**config.mk**
```make
export PLATFORM = sky130hd
export DESIGN_NAME = mac_array_seq
export DESIGN_NICKNAME = d
export VERILOG_FILES = /design/src/rtl/mac_array_seq.sv
export SDC_FILE = /design/constraint.sdc
export NUM_CORES = 1
export LEC_CHECK = 0
export ABC_AREA = 1
export CAP_MARGIN = 20
export CORE_UTILIZATION = 49
export CTS_BUF_LIST = sky130_fd_sc_hd__clkbuf_4 sky130_fd_sc_hd__clkbuf_8
export CTS_CLUSTER_SIZE = 14
export DETAILED_ROUTE_END_ITERATION = 8
export PLACE_DENSITY = 0.85
export SETUP_SLACK_MARGIN = 0.3
export SLEW_MARGIN = 10
export SYNTH_ARGS = -nofsm -noshare
export SYNTH_HDL_FRONTEND = slang
export SYNTH_SLANG_ARGS = --single-unit
```
**constraint.sdc**
```tcl
create_clock -name clk -period 2.2 [get_ports clk]
set_clock_uncertainty 0.15 [all_clocks]
set_input_delay 0.33 -clock clk [delete_from_list [all_inputs] [get_ports clk]]
set_output_delay 0.33 -clock clk [all_outputs]
set_load 0.05 [all_outputs]
```
**src/rtl/mac_array_seq.sv**
```systemverilog
// Sequencer for an N_MACS-wide MAC row: clears the accumulators, streams operand
// reads and produces column-skewed accumulate enables, then pulses done.
module mac_array_seq #(
    parameter int N_MACS = 4,
    parameter int ADDR_W = 4,
    parameter int RD_LAT = 1
) (
    input  logic              clk,
    input  logic              rst,
    input  logic              start,
    input  logic              clear_all,
    input  logic [ADDR_W:0]   k_len,
    output logic              busy,
    output logic              done,
    output logic              rd_en,
    output logic [ADDR_W-1:0] rd_addr,
    output logic [N_MACS-1:0] mac_clear,
    output logic [N_MACS-1:0] mac_en
);

    typedef enum logic [2:0] {
        S_IDLE,
        S_CLEAR,
        S_FEED,
        S_DRAIN,
        S_DONE
    } state_t;

    // The skew line holds rd_en for RD_LAT cycles of read latency plus one stage per extra column.
    localparam int PIPE_LEN = RD_LAT + N_MACS - 1;
    localparam int DRAIN_W  = $clog2(PIPE_LEN + 1);
    localparam logic [ADDR_W:0]    K_MAX      = (ADDR_W + 1)'(2 ** ADDR_W);
    localparam logic [ADDR_W:0]    K_ONE      = (ADDR_W + 1)'(1);
    localparam logic [DRAIN_W-1:0] DRAIN_LAST = DRAIN_W'(PIPE_LEN - 1);

    state_t              state_reg, state_next;
    logic [ADDR_W:0]     k_len_reg;
    logic [ADDR_W:0]     run_cnt_reg;
    logic [DRAIN_W-1:0]  drain_cnt_reg;
    logic [PIPE_LEN-1:0] pipe_reg;

    logic                busy_reg, busy_next;
    logic                done_reg, done_next;
    logic                rd_en_reg, rd_en_next;
    logic [ADDR_W-1:0]   rd_addr_reg, rd_addr_next;
    logic                clear_reg, clear_next;

    always_ff @(posedge clk or negedge rst) begin
        if (!rst) begin
            state_reg <= S_IDLE;
        end else begin
            state_reg <= state_next;
        end
    end

    always_comb begin
        state_next = state_reg;
        case (state_reg)
            S_IDLE: begin
                if (start) begin
                    state_next = (k_len == '0) ? S_DONE : S_CLEAR;
                end
            end
            S_CLEAR: state_next = S_FEED;
            S_FEED: begin
                if (run_cnt_reg == k_len_reg - K_ONE) begin
                    state_next = S_DRAIN;
                end
            end
            S_DRAIN: begin
                if (drain_cnt_reg == DRAIN_LAST) begin
                    state_next = S_DONE;
                end
            end
            S_DONE:  state_next = S_IDLE;
            default: state_next = S_IDLE;
        endcase
    end

    // Decoded from the current state and registered, so every output lags its state by one edge.
    always_comb begin
        busy_next    = (state_reg == S_CLEAR) || (state_reg == S_FEED) || (state_reg == S_DRAIN);
        done_next    = (state_reg == S_DONE);
        rd_en_next   = (state_reg == S_FEED);
        rd_addr_next = (state_reg == S_FEED) ? run_cnt_reg[ADDR_W-1:0] : '0;
        clear_next   = (state_reg == S_CLEAR) ||
                       ((state_reg == S_IDLE) && clear_all && !start);
    end

    always_ff @(posedge clk or negedge rst) begin
        if (!rst) begin
            busy_reg    <= 1'b0;
            done_reg    <= 1'b0;
            rd_en_reg   <= 1'b0;
            rd_addr_reg <= '0;
            clear_reg   <= 1'b0;
        end else begin
            busy_reg    <= busy_next;
            done_reg    <= done_next;
            rd_en_reg   <= rd_en_next;
            rd_addr_reg <= rd_addr_next;
            clear_reg   <= clear_next;
        end
    end

    always_ff @(posedge clk or negedge rst) begin
        if (!rst) begin
            k_len_reg     <= '0;
            run_cnt_reg   <= '0;
            drain_cnt_reg <= '0;
        end else begin
            if ((state_reg == S_IDLE) && start) begin
                k_len_reg <= (k_len > K_MAX) ? K_MAX : k_len;
            end
            run_cnt_reg   <= (state_reg == S_FEED)  ? run_cnt_reg + K_ONE : '0;
            drain_cnt_reg <= (state_reg == S_DRAIN) ? drain_cnt_reg + DRAIN_W'(1) : '0;
        end
    end

    generate
        for (genvar gi = 0; gi < PIPE_LEN; gi++) begin : g_pipe
            always_ff @(posedge clk or negedge rst) begin
                if (!rst) begin
                    pipe_reg[gi] <= 1'b0;
                end else if (gi == 0) begin
                    pipe_reg[gi] <= rd_en_reg;
                end else begin
                    pipe_reg[gi] <= pipe_reg[(gi == 0) ? 0 : gi - 1];
                end
            end
        end

        for (genvar gi = 0; gi < N_MACS; gi++) begin : g_en
            assign mac_en[gi]    = pipe_reg[RD_LAT - 1 + gi];
            assign mac_clear[gi] = clear_reg;
        end
    endgenerate

    assign busy    = busy_reg;
    assign done    = done_reg;
    assign rd_en   = rd_en_reg;
    assign rd_addr = rd_addr_reg;

endmodule

```
==> results of run 1 <==
per-layer routing:
metal,share of wire [%],routed length (um),vias to the layer above
li1,-,-,477
met5,0,0,-
met4,1.9,42,0
met1,40,910,475
met2,53,1199,35
met3,4.4,99,6
area by class of cell:
class / count / area (um2) / share of cell area [%]
Timing Repair Buffer: 24 / 219.0 / 14.15
Sequential cell: 28 / 700.7 / 45.27
Inverter: 29 / 108.9 / 7.033
Multi-Input combinational cell: 79 / 445.4 / 28.78
Tap cell: 30 / 37.54 / 2.425
Clock buffer: 4 / 36.28 / 2.344
final timing paths:
check                           cells after the start                startpoint  slack (ps)                    endpoint
worst max-delay path                                1       clear_reg$_DFF_PN0_         480                mac_clear[2]
worst min-delay path                                2                       rst         210        rd_addr[0]$_DFF_PN0_
worst max register to register                      8  k_len_reg[0]$_DFFE_PN0P_         560    state_reg[0]$_DFFE_PN0P_
worst min register to register                      0       mac_en[1]$_DFF_PN0_         240         mac_en[2]$_DFF_PN0_
max in group asynchronous                           2                       rst        1420  drain_cnt_reg[2]$_DFF_PN0_
min in group clk                                    0       mac_en[1]$_DFF_PN0_         240         mac_en[2]$_DFF_PN0_
worst reg2reg max path: stages, from the launching register on:
cell	delay, ps
dfrtp_1	390
inv_1	70
ha_1	310
xnor2_1	130
nor2_1	80
nand3_1	130
o21bai_4	170
nand2_1	70
nand2_1	60
power by group through the flow:
stage          Combinational (W)  Sequential [W]  Clock [W]
2_1_floorplan           0.000700        0.000978          0
3_3_place_gp             0.00114        0.000783          0
3_5_place_dp             0.00118        0.000795          0
4_1_cts                  0.00113        0.000779   0.000255
5_1_grt                  0.00124        0.000798   0.000272
6_report                 0.00112        0.000777   0.000247
metrics by stage:
stage	worst slack (ps)	cells	utilization (%)	hold WS (ps)	cell area, um2
after floorplan	712.6	140	-	-115.6	1285
after global placement	552.8	190	61.77	213.5	1530
after detailed placement	521.4	190	61.77	223.7	1530
after CTS	451.8	194	62.47	225.6	1548
after global routing	410.3	194	62.47	227.0	1548
final	479.2	194	62.47	211.3	1548
layout by cell type, fill, tap and decap left out, drive strengths merged:
| cell type | instances |
|---|---|
| o21bai | 1 |
| xnor2 | 3 |
| nand2 | 23 |
| o31ai | 1 |
| buf | 1 |
| inv | 28 |
| nor2 | 21 |
| nor2b | 1 |
| o22ai | 2 |
| nand3 | 12 |
| dlygate4sd2 | 15 |
| nor3 | 1 |
| o21ai | 5 |
| ha | 4 |
| a21oi | 4 |
| nand4 | 1 |
| clkdlybuf4s50 | 8 |
| clkbuf | 4 |
| clkinv | 1 |
| dfrtp | 28 |
cell families after synthesis:
group                      count (synthesis)
DFF                                       28
adders and majority gates                  4
and+or+nand+nor                           59
buffers and inverters                     33
xor gates and xnor gates                   3
AOI/OAI and AO/OA                         13
==> metrics.txt, run 1 <==
main flop type after synthesis=dfrtp_1; Die X-Extent=around 53 um; Routed WL=2251 um; Layout area overhead=20.45%; Logic pwr share=52.3%; die area=~0.0028 mm2; post-CTS setup buffers=0; number of hold violations in the final report=0; M2 GR Usage=between 30% and 40%; CTS tree=built; Filler Cell Count=around 230; Worst EP required=approximately 1700 ps; Adder-Cell Fraction of Synth Area=3.895%; Synth cell types=22; Site Rows=18; drt drc=0; Worst Path Arrival=about 1200 ps; Port-buffer cells=23; first-pass GRT wire length=around 3900 um; initial antenna violation count=0; TritonCTS buffer count=3; GR Util All Layers=between 10% and 20%; Worst-path clk slew=around 150 ps; Switching Power=0.001018 W; WS Path Type=flip-flop to output port; Synth Cell Area=roughly 0.0013 mm2; Crit. End Element=output port; crit path launch type=flip-flop; post-synth top area share=between 50% and 60%; Flop pwr share=~36%; # H-tree levels=1; internal cell power=around 0.0011 W; largest family of logic cells by synthesized area=simple AND/OR/NAND/NOR gates; boundary pin count=24; Yosys top cell by area=dfrtp_1; via count=between 900 and 1000; post-synthesis cell count=between 100 and 150; Die Ht=~53 um; Post-CTS Hold Buffers=0; sequential share of the synthesized area=between 50% and 60%; drt wl/cell=between 10 and 15 um; simple-gate share of the synthesized area=approximately 22%; gpl congestion=0.8603; multiplexer share of the synthesized area=0%; status=finished, final reports clean; M3 GR Usage=roughly 2.6%; gr busiest metal=met2; post_cts resized=15; Final min period=1721 ps; count leader, synth=dfrtp_1; Final Setup Violations=0; pwr/cell area=1386 mW/mm2; core area=about 0.0025 mm2; Worst-Skew Late Latency=between 300 and 400 ps; Mapped Avg Cell Area=roughly 9.2 um2; initial drt markers=23; ANT nets after route=0; Buf/Inv on CP=1; NumNets Final=178; vias per inst=slightly above 5; synth cell count leaders=dfrtp_1, inv_1, nand2_1; Post-synth EDFFs=0; worst-margin pin slew=around 500 ps; Async S/R FF share, synth=100.0%; peak supply drop=881.0 uV; post-synthesis xor/xnor area fraction=2.045%; layout cell share with drive strength beyond 1=11.59%; diode count=0; Bufs on Longest Clock Path=2; synthesis-stage register bit count=28; vias in the first global route=964; Detailed Routing Iterations Pass 1=4; cells along the critical path=dlygate4sd2_1; Root Buffer=clkbuf_4; Worst Path Max Fanout=4; RSZ-0062 raised after global routing=false; Top delay family on crit path=buffers and inverters; slowest stage cell, crit path=dlygate4sd2_1; Hold WC Path Type=input port to asynchronous set/reset pin; Clk pwr share=11.5%; total congestion overflow=0; CTS Sinks=28; Rel. slew slack=approximately two thirds; DP HPWL=about 1700 um; overall power=about 0.0021 W; largest net degree at the start of global routing=29; Final Max Slew Viols=0; compound-gate portion of the synthesized area=about 6.5%; setup tns final=0 ps; Syn Nets=between 150 and 200; switching share of power=a little under half; max_cap viols=0; peak per-stage delay on the critical path=between 500 and 600 ps; GR met1 Demand/Resource=roughly 22%; Pleak=0.8125 nW; Final period util=78.22%; yosys synthesis warning count=0; Initial Utilization=roughly half; Fmax achieved=a little under 0.6 GHz; ranking of synthesized cells by area=dfrtp_1, inv_1, nand2_1
Note: power is estimated with default switching activity, not from simulation.
==> run 2, diff against run 1 <==
==> constraint.sdc (replaced) <==
create_clock -name clk -period 1.8 [get_ports clk]
set_clock_uncertainty 0.15 [all_clocks]
set_input_delay 0.27 -clock clk [delete_from_list [all_inputs] [get_ports clk]]
set_output_delay 0.27 -clock clk [all_outputs]
set_load 0.05 [all_outputs]
==> run 2 against run 1 <==
Net effect: count of clock-buffer cells in the layout down 1; critical path depth up 7; sequential power up 28%; highest routed layer unchanged; cell count up 4.1%; largest cell class unchanged; first-iteration DRC count up 74%; hold slack worse by 82 ps; routed wire length up 26%; power up 46%; clock power up 70%.
==> metrics.txt, run 2 (synthesis results as in run 1) <==
Layout Cells excl Fill=202; peak per-stage delay on the critical path=420 ps; Bufs on Longest Clock Path=2; GR Util All Layers=a little under a quarter; status=finished, final reports clean; reg-to-reg slack, setup=220 ps; Site Rows=18; max_cap viols=0; Detailed Routing Iterations Pass 1=4; reg2reg start=drain_cnt_reg[0]$_DFF_PN0_; Hold WC Path Type=input port to asynchronous set/reset pin; Final min period=1578 ps; Post-CTS Hold Buffers=0; first-pass GRT wire length=between 4000 and 5000 um; drt wl/cell=about 14 um; diode count=0; DP HPWL=approximately 1800 um; largest net degree at the start of global routing=29; Top delay family on crit path=flip-flops; met3 WL=between 100 and 150 um; Root Buffer=clkbuf_4; Pleak=around 0.85 nW; total congestion overflow=0; crit path launch type=flip-flop; Worst-Skew Late Latency=340 ps; layout cell share with drive strength beyond 1=roughly a third; Worst Path Arrival=~1700 ps; Worst-path clk slew=150 ps; Worst Path Max Fanout=2; TritonCTS buffer count=3; pre-CTS setup slack=about 190 ps; Rel. slew slack=between 70% and 80%; highest metal used=met4; slack of the critical path=about 220 ps; Fmax achieved=0.6338 GHz; setup tns final=0 ps; vias in the first global route=roughly 1000; via count=between 1000 and 1500; Worst EP required=about 1900 ps; vias per inst=roughly 5; gpl congestion=slightly below 0.9; dpl cells=190; metal2 WL=approximately 1500 um; NumNets Final=roughly 190; Die Ht=approximately 53 um; CTS tree=built; ANT nets after route=0; commonest non-fill, non-tap cell in the layout=dfrtp_1; slowest stage cell, crit path=dfrtp_1; RSZ-0062 raised after global routing=true; WS Path Type=flip-flop to flip-flop; initial antenna violation count=0; Routed WL=about 2800 um; initial drt markers=40; most frequent CP cell=nand2_2; Buf/Inv on CP=1; Filler Cell Count=about 180; R2R depth=8; peak supply drop=between 1000 and 1500 uV; reg-to-reg critical path endpoint=state_reg[2]$_DFFE_PN0P_; number of hold violations in the final report=0; Final Setup Violations=0; Final Max Slew Viols=0; pwr/cell area=1847 mW/mm2; Initial Utilization=51.87%; CTS Sinks=28; boundary pin count=24; Stages on worst setup path=8; Die X-Extent=between 50 and 60 um; Layout area overhead=32.04%; drt drc=0; worst-margin pin slew=roughly 360 ps; die area=~0.0028 mm2; WHS=~130 ps; wl on met1=between 1000 and 1500 um; most frequent cells in the layout=dfrtp_1, inv_1, buf_4; Crit. End Element=flip-flop; Port-buffer cells=23; Final period util=just under 90%; # H-tree levels=1; core area=0.002477 mm2; cells along the critical path=ha_2 -> ha_4 -> inv_2 -> nand2_2 -> nand2_2 -> nor2_1 -> o21bai_4 -> nor2b_4
run 2: metrics by stage:
stage	instance area (um2)	util, %	total power (W)
2_1_floorplan	1285	-	0.002051
3_3_place_gp	1493	60.25	0.002318
3_5_place_dp	1493	60.25	0.002376
4_1_cts	1624	65.56	0.002936
5_1_grt	1697	68.48	0.003339
6_report	1697	68.48	0.003133
run 2: how the worst max path moves through the flow:
stage | from | end | slack (ps)
after floorplan | drain_cnt_reg[0]$_DFF_PN0_ | state_reg[2]$_DFFE_PN0P_ | 310
after global placement | start | state_reg[2]$_DFFE_PN0P_ | 210
after detailed placement | start | state_reg[2]$_DFFE_PN0P_ | 190
after CTS | drain_cnt_reg[0]$_DFF_PN0_ | state_reg[2]$_DFFE_PN0P_ | 260
after global routing | k_len_reg[0]$_DFFE_PN0P_ | state_reg[0]$_DFFE_PN0P_ | 130
final | drain_cnt_reg[0]$_DFF_PN0_ | state_reg[2]$_DFFE_PN0P_ | 220
run 2: report_power, final:
group          internal, W  switching, W
Sequential        0.000818      0.000178
Combinational     0.000657       0.00106
Clock             0.000226      0.000196
Total              0.00170       0.00143
run 2: final cells by class:
type / instances / area (um2) / area share [%]
clock buffers: 3 / 22.52 / 1.327
clock inverters: 1 / 30.03 / 1.770
inverters: 29 / 110.1 / 6.490
multi-input cells: 79 / 526.8 / 31.05
flip-flops and latches: 28 / 701.9 / 41.37
well taps: 30 / 37.54 / 2.212
repair buffers: 32 / 267.8 / 15.78
run 2: repair_timing:
item,CTS,global route
gates resized for setup,15,9
pin swaps,6,8
endpoints found under the setup margin,4,6
setup buffers,4,4
run 2: routing by layer:
metal  up-vias  GRT usage, %
met4         0         11.40
met3        12         3.161
met5         -             0
met1       489         28.78
met2        33         38.54
li1        493             -
==> run 3, diff against run 2 <==
--- a/config.mk
+++ b/config.mk
@@ -17,3 +17,4 @@
 export SYNTH_ARGS = -nofsm -noshare
 export SYNTH_HDL_FRONTEND = slang
 export SYNTH_SLANG_ARGS = --single-unit
+export TNS_END_PERCENT = 10
==> run 3 against run 2 <==
Net effect: sequential cell count did not move; first-iteration DRC count fell by 48%; hold slack got worse by 9.4 ps; die area did not move; via count fell by 2.3%; worst setup slack improved by 15 ps; largest cell class unchanged; non-clock buffer count fell by 2.
==> metrics.txt, run 3 (synthesis results as in run 1) <==
Routed WL=between 2000 and 3000 um; Final Max Slew Viols=0; Die Ht=between 50 and 60 um; Post-CTS Hold Buffers=0; Final period util=86.81%; switching share of power=a little under half; # H-tree levels=1; WS Path Type=flip-flop to flip-flop; total congestion overflow=0; die area=0.002831 mm2; peak per-stage delay on the critical path=~420 ps; drt drc=0; R2R depth=7; peak supply drop=1189 uV; Final min period=around 1600 ps; core area=approximately 0.0025 mm2; Die X-Extent=roughly 53 um; Logic pwr share=a little over half; reg2reg start=k_len_reg[0]$_DFFE_PN0P_; most frequent cells in the layout=dfrtp_1, inv_1, buf_4; first-pass GRT wire length=~4600 um; commonest non-fill, non-tap cell in the layout=dfrtp_1; Site Rows=18; Switching Power=~0.0014 W; DP HPWL=between 1500 and 2000 um; Bufs on Longest Clock Path=2; RSZ-0062 raised after global routing=true; Layout area overhead=28.33%; via count=roughly 1000; number of hold violations in the final report=0; status=finished, final reports clean; dpl cells=190; Final Setup Violations=0; vias per inst=5.015; TritonCTS buffer count=3; reg-to-reg slack, setup=240 ps; Clk pwr share=between 10% and 20%; Layout Cells excl Fill=200; setup tns final=0 ps; pwr/cell area=1849 mW/mm2; largest net degree at the start of global routing=29; CTS tree=built; slowest stage cell, crit path=dfrtp_1; drt wl/cell=roughly 13 um; Detailed Routing Iterations Pass 1=4; Port-buffer cells=23; initial drt markers=21; CTS Sinks=28; Buf/Inv on CP=1; Worst-Skew Late Latency=~350 ps; gpl congestion=~0.87; GR Util All Layers=roughly 23%; Worst EP required=1950 ps; Filler Cell Count=192; Rel. slew slack=approximately 77%; Hold WC Path Type=input port to asynchronous set/reset pin; Flop pwr share=around 32%; Root Buffer=clkbuf_4; Crit. End Element=flip-flop; max_cap viols=0; Pleak=around 0.82 nW; Fmax achieved=approximately 0.64 GHz; Final Util=between 60% and 70%; Top delay family on crit path=flip-flops; crit path launch type=flip-flop; reg-to-reg critical path endpoint=state_reg[2]$_DFFE_PN0P_; boundary pin count=24; cells along the critical path=inv_2 -> ha_4 -> xnor2_2 -> nor2_1 -> nand3_1 -> o21bai_4 -> nor2b_4; vias in the first global route=1006; NumNets Final=between 150 and 200; Initial Utilization=51.87%; ANT nets after route=0; Worst Path Arrival=1720 ps; Worst Path Max Fanout=2; worst-margin pin slew=~340 ps; diode count=0; initial antenna violation count=0; Worst-path clk slew=roughly 160 ps; layout cell share with drive strength beyond 1=between 30% and 40%; internal cell power=about 0.0017 W
==> run 3: cell types whose count changed in the layout (fill, tap and decap cells not counted), moves of 2 or more <==
| cell | previous run | this run |
|---|---|---|
| o22ai_2 | 2 | 0 |
| buf_6 | 2 | 0 |
| nor2_2 | 1 | 3 |
| o22ai_1 | 0 | 2 |
==> run 3: worst max path at each step <==
stage / start / end / slack (ps) / cells past startpoint
after CTS: k_len_reg[0]$_DFFE_PN0P_ / state_reg[2]$_DFFE_PN0P_ / 260 / 9
final: k_len_reg[0]$_DFFE_PN0P_ / state_reg[2]$_DFFE_PN0P_ / 240 / 7
after detailed placement: start / state_reg[2]$_DFFE_PN0P_ / 190 / 8
after floorplan: drain_cnt_reg[0]$_DFF_PN0_ / state_reg[2]$_DFFE_PN0P_ / 310 / 8
after global placement: start / state_reg[2]$_DFFE_PN0P_ / 210 / 7
after global routing: k_len_reg[0]$_DFFE_PN0P_ / state_reg[2]$_DFFE_PN0P_ / 130 / 7
==> run 3: area by class of cell <==
cell class	count	area, um2	share of cell area, %
flip-flops and latches	28	701.9	42.56
multi-input cells	79	501.7	30.42
repair buffers	30	245.2	14.87
inverters	29	110.1	6.677
well taps	30	37.54	2.276
clock inverters	1	30.03	1.821
clock buffers	3	22.52	1.366
==> run 3: through the flow <==
step	setup slack (ps)	hold slack, ps	cell area (um2)	total power (W)
after floorplan	312.6	-175.6	1285	0.002051
after global placement	210.2	215.1	1493	0.002318
after detailed placement	187.8	214.9	1493	0.002376
after CTS	263.8	142.6	1612	0.002930
after global routing	134.5	145.3	1649	0.003259
final	237.5	119.4	1649	0.003048
==> run 3: worst reg2reg max path: cells and delay by family, from the launching register on <==
family | cells | cell delay [ps]
adders and majority gates | 1 | 200
AOI/OAI and AO/OA | 1 | 170
and+or+nand+nor | 3 | 370
DFF | 1 | 420
xor gates and xnor gates | 1 | 120
buffers and inverters | 1 | 80
==> run 3: what timing repair did <==
item                                   CTS  global route
gates resized for setup                 13             6
pin swaps                                5             5
endpoints found under the hold margin    0             0
setup endpoints to repair                4             5
setup buffers                            4             2
==> run 3: power by group through the flow <==
| stage | logic, W | registers (W) | clock network [W] |
|---|---|---|---|
| after floorplan | 0.000856 | 0.00119 | 0 |
| after global placement | 0.00136 | 0.000961 | 0 |
| after CTS | 0.00153 | 0.000978 | 0.000425 |
| after detailed placement | 0.00141 | 0.000971 | 0 |
| final | 0.00164 | 0.000983 | 0.000429 |
| after global routing | 0.00179 | 0.00101 | 0.000458 |
==> run 3: layer usage <==
metal / track usage [%] / up-vias / share of wire (%)
li1: - / 490 / -
met1: 29.34 / 475 / 41
met2: 37.29 / 29 / 52
met3: 3.161 / 9 / 4.2
met4: 12.72 / 0 / 2.9
met5: 0 / - / 0
